`src/rtl/effect_dyn_compressor.sv`:
```
// Two-stage feed-forward compressor: envelope follower, threshold/ratio gain reduction, makeup gain.
// Optional hard ceiling on the compressed path when COMP_HARD_LIMIT_EN is defined.
module effect_dyn_compressor #(
  parameter int DATA_W     = 16,
  parameter int LIMIT_CEIL = 30000
) (
  input  logic                     i_clk,
  input  logic                     i_rst,
  input  logic                     i_valid,
  input  logic                     i_enable,
  input  logic [2:0]               i_level,
  input  logic [1:0]               i_ratio,
  input  logic [3:0]               i_attack_shift,
  input  logic [3:0]               i_release_shift,
  input  logic signed [DATA_W-1:0] i_data,
  output logic signed [DATA_W-1:0] o_data,
  output logic                     o_valid,
  output logic [DATA_W-2:0]        o_env,
  output logic                     o_gr_active
);

  localparam int MW    = DATA_W - 1;
  localparam int GW    = DATA_W + 3;
  localparam int SCALE = DATA_W - 16;
  localparam logic [MW-1:0] MAG_MAX = {MW{1'b1}};

`ifdef COMP_HARD_LIMIT_EN
  localparam bit HARD_LIMIT = 1'b1;
`else
  localparam bit HARD_LIMIT = 1'b0;
`endif
  localparam logic [MW-1:0] CEIL_MAG = MW'(LIMIT_CEIL) << SCALE;

  function automatic logic [MW-1:0] thr_of(input logic [2:0] lvl);
    logic [MW-1:0] base;
    case (lvl)
      3'd0:    base = MW'(28000);
      3'd1:    base = MW'(24000);
      3'd2:    base = MW'(20000);
      3'd3:    base = MW'(16000);
      3'd4:    base = MW'(12000);
      3'd5:    base = MW'(8000);
      3'd6:    base = MW'(4000);
      default: base = MW'(2000);
    endcase
    return base << SCALE;
  endfunction

  function automatic logic [1:0] makeup_of(input logic [2:0] lvl);
    logic [1:0] sh;
    case (lvl)
      3'd0, 3'd1, 3'd2: sh = 2'd0;
      3'd3, 3'd4:       sh = 2'd1;
      3'd5, 3'd6:       sh = 2'd2;
      default:          sh = 2'd3;
    endcase
    return sh;
  endfunction

  logic [MW-1:0]     env;
  logic [MW-1:0]     env_next;
  logic [DATA_W-1:0] in_mag;
  logic [MW-1:0]     in_abs;

  logic              s1_valid;
  logic              s1_enable;
  logic              s1_neg;
  logic [2:0]        s1_level;
  logic [1:0]        s1_ratio;
  logic [MW-1:0]     s1_abs;
  logic [DATA_W-1:0] s1_data;

  logic [MW-1:0]     thr;
  logic              over;
  logic [MW-1:0]     excess;
  logic [2:0]        shift_r;
  logic [MW-1:0]     reduction;
  logic [MW-1:0]     mag;
  logic [GW-1:0]     gain_wide;
  logic [MW-1:0]     gain;
  logic [DATA_W-1:0] gain_ext;
  logic [DATA_W-1:0] comp_data;

  // Stage 1: magnitude (most negative input saturates) and envelope update.
  always_comb begin
    in_mag = i_data[DATA_W-1] ? (~i_data + 1'b1) : i_data;
    in_abs = in_mag[DATA_W-1] ? MAG_MAX : in_mag[MW-1:0];
    if (in_abs > env) env_next = env + ((in_abs - env) >> i_attack_shift);
    else              env_next = env - ((env - in_abs) >> i_release_shift);
  end

  // Stage 2: env already holds the value that includes the sample now in stage 1.
  always_comb begin
    thr       = thr_of(s1_level);
    over      = env > thr;
    excess    = over ? (env - thr) : '0;
    shift_r   = {1'b0, s1_ratio} + 3'd1;
    reduction = excess - (excess >> shift_r);
    mag       = (s1_abs > reduction) ? (s1_abs - reduction) : '0;
    gain_wide = {{(GW-MW){1'b0}}, mag} << makeup_of(s1_level);
    gain      = (gain_wide > {{(GW-MW){1'b0}}, MAG_MAX}) ? MAG_MAX : gain_wide[MW-1:0];
    if (HARD_LIMIT && s1_enable && (gain > CEIL_MAG)) gain = CEIL_MAG;
    gain_ext  = {1'b0, gain};
    comp_data = s1_neg ? (~gain_ext + 1'b1) : gain_ext;
  end

  always_ff @(posedge i_clk) begin
    if (i_rst) begin
      env         <= '0;
      s1_valid    <= 1'b0;
      s1_enable   <= 1'b0;
      s1_neg      <= 1'b0;
      s1_level    <= '0;
      s1_ratio    <= '0;
      s1_abs      <= '0;
      s1_data     <= '0;
      o_valid     <= 1'b0;
      o_data      <= '0;
      o_gr_active <= 1'b0;
    end else begin
      s1_valid <= i_valid;
      if (i_valid) begin
        env       <= env_next;
        s1_enable <= i_enable;
        s1_neg    <= i_data[DATA_W-1];
        s1_level  <= i_level;
        s1_ratio  <= i_ratio;
        s1_abs    <= in_abs;
        s1_data   <= i_data;
      end
      o_valid <= s1_valid;
      if (s1_valid) begin
        o_data      <= s1_enable ? comp_data : s1_data;
        o_gr_active <= over;
      end
    end
  end

  assign o_env = env;

endmodule

```
`config.mk`:
```
export PLATFORM = sky130hd
export DESIGN_NAME = effect_dyn_compressor
export DESIGN_NICKNAME = d
export VERILOG_FILES = /design/src/rtl/effect_dyn_compressor.sv
export SDC_FILE = /design/constraint.sdc
export NUM_CORES = 1
export LEC_CHECK = 0
export BUFFER_PORTS_ARGS = -buffer_cell sky130_fd_sc_hd__buf_2
export CELL_PAD_IN_SITES_DETAIL_PLACEMENT = 0
export CELL_PAD_IN_SITES_GLOBAL_PLACEMENT = 1
export CORE_MARGIN = 8
export CORE_UTILIZATION = 50
export DETAILED_ROUTE_END_ITERATION = 6
export GPL_TIMING_DRIVEN = 1
export MAX_ROUTING_LAYER = met4
export PLACE_DENSITY = 0.88
export SLEW_MARGIN = 20
export SYNTH_ARGS = -nofsm -noshare
export SYNTH_HDL_FRONTEND = slang
export SYNTH_SLANG_ARGS = --single-unit
export TNS_END_PERCENT = 10
```
`constraint.sdc`:
```
create_clock -name i_clk -period 16.19 [get_ports i_clk]
set_clock_uncertainty 0.15 [all_clocks]
set_input_delay 3.238 -clock i_clk [delete_from_list [all_inputs] [get_ports i_clk]]
set_output_delay 3.238 -clock i_clk [all_outputs]
set_load 0.02 [all_outputs]
```
==> metrics.yaml, run 1 <==
startpoint_type: "flop"
root_buffer: "clkbuf_16"
layout-drive-gt1-share: 0.0970
synth_nets: 1540
yosysMostFrequentCell: "nor2_1"
synthTopCellsByCount: "nor2_1 (171), nand2_1 (102), a21oi_1 (94)"
htree_levels: 3
synthArstFlopShare: 0
grt_pass1_wl_um: 52300
cpLargestDelayFamily: "compound AO/OA/AOI/OAI gates"
cp_slowest_cell: "a311oi_1"
endpoint_kind: "flop"
synth.distinct_cells: 100
vias: 10600
drc: 0
post-route-util: 0.540
hpwl_um: 25300
yosysTopAreaCell: "dfxtp_1"
grt_pass1_vias: 9699
die_w_um: 159
hold_slack_ns: 0.307
worstPathMaxFanout: 17
drt_iter0_drc: 908
cp.required_ns: 16.23
cts_hold_buf: 0
cap_viol_max_count: 0
avgViaCountPerCell: 6.24
fin_crit_ns: 11.19
ant_nets: 0
ys_ff_latch: 71
ys.flop_type: "dfxtp_1"
synth-seq-area-share: 0.139
synth.avg_cell_area_um2: 7.23
antenna_found_initial: 0
synth.top_cell.area_share: 0.139
cp_slowest_stage_delay_ns: 0.59
drt_first_pass_iters: 5
critPathKind: "reg2reg"
post-cts-setup-buffer-count: 0
die-height_um: 159
synth-edff-count: 0
synth_area_um2: 10200
tns_ns: 0
crit_top_cell: "a21oi_1"
clock_latency_ns: 0.35
yosys_warnings: 0
timing.final.crit_share: 0.691
cts_inserted_buffers: 9
syn_inst: 1414
cts_sinks: 71
cts_tree: "built"
worstMarginPinSlew_ns: 1.03
hold_violations: 0
diodes: 0
setup_viol: 0
dieArea_um2: 25300
port_buffers: 65
wl_per_cell_um: 19.2
routed_wl_um: 32400
relSlewSlack: 0.306
place.gp.congestion: 1.01
globalRouteOverflowTotal: 0
io_pins: 66
start_util: 0.507
hold_class: "reg2reg"
critPathBufInv: 5
cts_resized: 0
coreArea_um2: 20200
arrival_ns: 11.23
status: "finished, final reports clean"
area_growth_pct: 6.52
num_rows: 52
synthTopCellsByArea: "dfxtp_1 (14%), ha_1 (11%), mux2i_1 (7.2%)"
grt_max_degree: 75
clock.fmax_ghz: 0.0894
rsz0062_at_grt: "false"
clk_pin_slew_ns: 0.07
track_usage: 0.256
final_max_slew_viol_count: 0
cts_buffer_depth: 2
fin_nets: 1544
## cells by family (layout without fill, tap and decap cells)
logic type	Yosys count	in the layout	synth area share
and+or+nand+nor	488	488	0.230
AOI/OAI and AO/OA	434	434	0.293
buffers and inverters	171	179	0.0647
adders and majority gates	93	93	0.118
muxes	92	92	0.0981
DFF	71	71	0.139
xor gates and xnor gates	65	65	0.0571
## tightest hold or removal path, stage by stage (launching register included)
cell	delay, ns
dfxtp_1	0.31
nand2_1	0.06
a21oi_1	0.05
## layout by cell type, fill, tap and decap left out, drive strengths merged, types with 10 or more instances in the layout
cell type and n:
dfxtp 71, nor2b 15, nand2b 24, a21o 29, or3 11, o21ai 87, nor4 13, mux2i 74
and3 12, a211oi 37, a311oi 12, a21oi 97, nor2 173, o21a 18, buf 72, mux2 13
and2 25, o21bai 11, clkbuf 10, nor3 36, a211o 10, o211ai 19, a31oi 16, nand2 104
inv 88, nand4 12, xnor2 45, ha 87, nand3 39, xor2 20
## cell type report
cell class                 count  area [µm²]
multi-input combinational   1172        8140
clock buffer                  10         229
fill                        2029        9280
sequential                    71        1420
clock inverter                 5        36.3
tap                          270         338
timing repair buffer          72         380
inverter                      92         345
## stage by stage
step / area, µm² / worst slack [ns] / std cells
after floorplan: 10200 / 6.11 / 1414
after global placement: 10600 / 5.07 / 1677
after detailed placement: 10600 / 5.05 / 1677
after CTS: 10900 / 5.23 / 1692
after global routing: 10900 / 3.75 / 1692
final: 10900 / 5.00 / 1692
## sequential cells by signal (all words and copies together), names as in the netlist
signal,flops
o_data,16
o_env,15
o_gr_active,1
o_valid,1
s1_abs,15
s1_data,15
s1_enable,1
s1_level,3
s1_neg,1
s1_ratio,2
s1_valid,1
## routing by layer
metal / up-vias / track usage / share of wire
li1: 5184 / - / -
met3: 61 / 0.0251 / 0.055
met5: - / - / 0
met4: 0 / 0.0991 / 0.034
met2: 346 / 0.383 / 0.44
met1: 4960 / 0.350 / 0.47
## worst paths after layout
kind	slack, ns	depth (start not counted)	start	end
worst max-delay path	5.00	47	s1_level[1]	o_data[10]
worst min-delay path	0.31	2	o_data[9]	o_data[9]
worst max register to register	5.00	47	s1_level[1]	o_data[10]
worst min register to register	0.31	2	o_data[9]	o_data[9]
Power of run 1 is not shown: default switching activity piles up to over one toggle a cycle in this logic, so the estimate is an artifact.
==> run 2, diff against run 1 <==
--- a/config.mk
+++ b/config.mk
@@ -5,15 +5,16 @@
 export SDC_FILE = /design/constraint.sdc
 export NUM_CORES = 1
 export LEC_CHECK = 0
+export ABC_AREA = 1
 export BUFFER_PORTS_ARGS = -buffer_cell sky130_fd_sc_hd__buf_2
 export CELL_PAD_IN_SITES_DETAIL_PLACEMENT = 0
 export CELL_PAD_IN_SITES_GLOBAL_PLACEMENT = 1
 export CORE_MARGIN = 8
-export CORE_UTILIZATION = 50
+export CORE_UTILIZATION = 40
 export DETAILED_ROUTE_END_ITERATION = 6
 export GPL_TIMING_DRIVEN = 1
 export MAX_ROUTING_LAYER = met4
-export PLACE_DENSITY = 0.88
+export PLACE_DENSITY = 0.79
 export SLEW_MARGIN = 20
 export SYNTH_ARGS = -nofsm -noshare
 export SYNTH_HDL_FRONTEND = slang
==> constraint.sdc (replaced) <==
create_clock -name i_clk -period 9.9 [get_ports i_clk]
set_clock_uncertainty 0.15 [all_clocks]
set_input_delay 1.98 -clock i_clk [delete_from_list [all_inputs] [get_ports i_clk]]
set_output_delay 1.98 -clock i_clk [all_outputs]
set_load 0.02 [all_outputs]
==> run 2 against run 1 <==
Against the previous run:
- cell count grew 22%
- global-route usage down 3.6 points
- largest cell class unchanged
- hold slack gained 0.0061 ns
- critical path type is now in2reg
- final area down 0.28%
- critical endpoint is now o_env[14]
- wire length up 3.6%
- first-iteration DRC count shrank 9.6%
- sequential cell count unchanged
- highest routed layer unchanged
- via count increased by 3.2%
- synthesized cell count rose by 21%
==> metrics.yaml, run 2 <==
cts_sinks: 71
regArea_um2: 1420
fillers: 2775
endpoint_kind: "flop"
setup_viol: 0
post-place-ws_ns: 0.849
critPathBufInv: 9
synthTopCellsByCount: "nand2_1 (408), inv_1 (228), a21oi_1 (149)"
fin_nets: 1850
cp_slowest_stage_delay_ns: 0.40
diodes: 0
largest_reg_flops: 16
drt_iter0_drc: 821
cts_resized: 0
cap_viol_max_count: 0
regMostFlops: "o_data"
r2r_start: "s1_level[0]"
min-delay-start: "o_data[11]"
drc: 0
drt_first_pass_iters: 5
clk_pin_slew_ns: 0.07
synth_area_um2: 10100
syn_inst: 1707
ant_nets: 0
ir_drop_mv: 0.165
synthTopCellsByArea: "nand2_1 (15%), dfxtp_1 (14%), ha_1 (11%)"
final_common_cell: "nand2_1"
p_total_w: 0.00323
rrSetupSlack_ns: 1.50
switchingPower_w: 0.00188
arrival_ns: 8.91
rsz0062_at_grt: "false"
hold_violations: 0
layout_common_cells: "nand2_1 (408), inv_1 (228), a21oi_1 (149), nand3_1 (141), o21ai_0 (133)"
vias: 10900
critPathKind: "in2reg"
p_clk_frac: 0.100
track_usage: 0.220
layout-drive-gt1-share: 0.101
synth.top_cell.area_share: 0.152
clock_latency_ns: 0.34
synthArstFlopShare: 0
finalWorstSetupSlack_ns: 1.13
clock.fmax_ghz: 0.114
yosysTopAreaCell: "nand2_1"
post-route-util: 0.435
final_max_slew_viol_count: 0
htree_levels: 3
cp.required_ns: 10.04
synth-seq-area-share: 0.141
globalRouteOverflowTotal: 0
status: "finished, final reports clean"
avgViaCountPerCell: 5.29
port_buffers: 65
relSlewSlack: 0.437
synth-edff-count: 0
routed_wl_um: 33600
multiInputGateArea_um2: 7440
cts_tree: "built"
cp_slowest_cell: "fa_1"
place_area_um2: 10600
startpoint_type: "input pin"
root_buffer: "clkbuf_16"
area_growth_pct: 7.70
yosys_warnings: 0
fin_crit_ns: 8.77
r2r_end: "o_data[6]"
timing.final.crit_share: 0.886
worstPathMaxFanout: 15
io_pins: 66
ys_ff_latch: 71
yosysMostFrequentCell: "nand2_1"
place.gp.congestion: 0.965
wl_per_cell_um: 16.3
grt_pass1_vias: 10000
start_util: 0.404
cts_buffer_depth: 2
cts_hold_buf: 0
synth_nets: 1833
min_to: "o_data[11]"
tns_ns: 0
synth.distinct_cells: 59
worstMarginPinSlew_ns: 0.843
post-cts-setup-buffer-count: 0
hold_class: "reg2reg"
p_seq_frac: 0.127
grt_max_degree: 56
comb_power_share: 0.773
dieArea_um2: 30600
ys.flop_type: "dfxtp_1"
cpLargestDelayFamily: "simple AND/OR/NAND/NOR gates"
intPower_w: 0.00135
die_w_um: 175
synth.avg_cell_area_um2: 5.91
hold_depth: 2
r2r_cells: 55
switching_share: 0.582
p_leak_nw: 5.68
coreArea_um2: 25000
grt_pass1_wl_um: 53600
hpwl_um: 27700
antenna_found_initial: 0
num_rows: 58
post-route-cell-area_um2: 10900
powerDensity_nw_per_um2: 298
cts_inserted_buffers: 9
die-height_um: 175
-- run 2: worst max-delay path by stage --
| stage | startpoint | to | slack (ns) | cells after the start |
|---|---|---|---|---|
| floorplan | i_data[0] | o_env[14] | 1.88 | 46 |
| global route | i_data[0] | o_env[11] | 0.21 | 42 |
| CTS | i_data[0] | o_env[14] | 1.16 | 46 |
| global placement | i_data[0] | o_env[11] | 1.02 | 49 |
| finish | i_data[0] | o_env[14] | 1.13 | 46 |
| detailed placement | i_data[0] | o_env[14] | 0.85 | 46 |
-- run 2: cell families (layout without fill, tap and decap cells) --
kind of cell	Yosys count	count (layout)	share of synthesized area
and+or+nand+nor	799	799	0.357
AOI/OAI and AO/OA	366	366	0.202
buffers and inverters	311	333	0.122
adders and majority gates	93	93	0.120
DFF	71	71	0.141
xor gates and xnor gates	63	63	0.0547
muxes	4	4	0.00397
-- run 2: power groups by stage --
stage	registers, W	logic (W)	clock network (W)
floorplan	0.000411	0.00185	0
global placement	0.000417	0.00248	0
detailed placement	0.000415	0.00248	0
CTS	0.000409	0.00249	0.000327
global route	0.000413	0.00281	0.000338
finish	0.000409	0.00250	0.000324
-- run 2: worst min-delay path: cells and delay by family, from the launching register on --
family / cells / cell delay (ns)
AND/OR/NAND/NOR: 1 / 0.06
AO/OA/AOI/OAI: 1 / 0.05
flip-flops: 1 / 0.31
-- run 2: area by class of cell --
type                       count  area share
clock buffer                   9      0.0207
clock inverter                 7     0.00599
inverter                     244      0.0843
multi-input combinational   1325       0.685
sequential                    71       0.131
tap                          330      0.0380
timing repair buffer          73      0.0355
-- run 2: stage by stage --
step	cells	hold slack, ns
2_1_floorplan	1707	0.284
3_3_place_gp	2043	0.294
3_5_place_dp	2043	0.301
4_1_cts	2059	0.311
5_1_grt	2059	0.319
6_report	2059	0.313
-- run 2: routing by layer --
metal	track usage	routed length [µm]	up-vias
met5	-	0	-
met4	0.0537	620	0
met3	0.0106	1080	32
met2	0.364	15900	203
met1	0.291	16000	5003
li1	-	-	5652
Power figures use the tool's default switching activity.
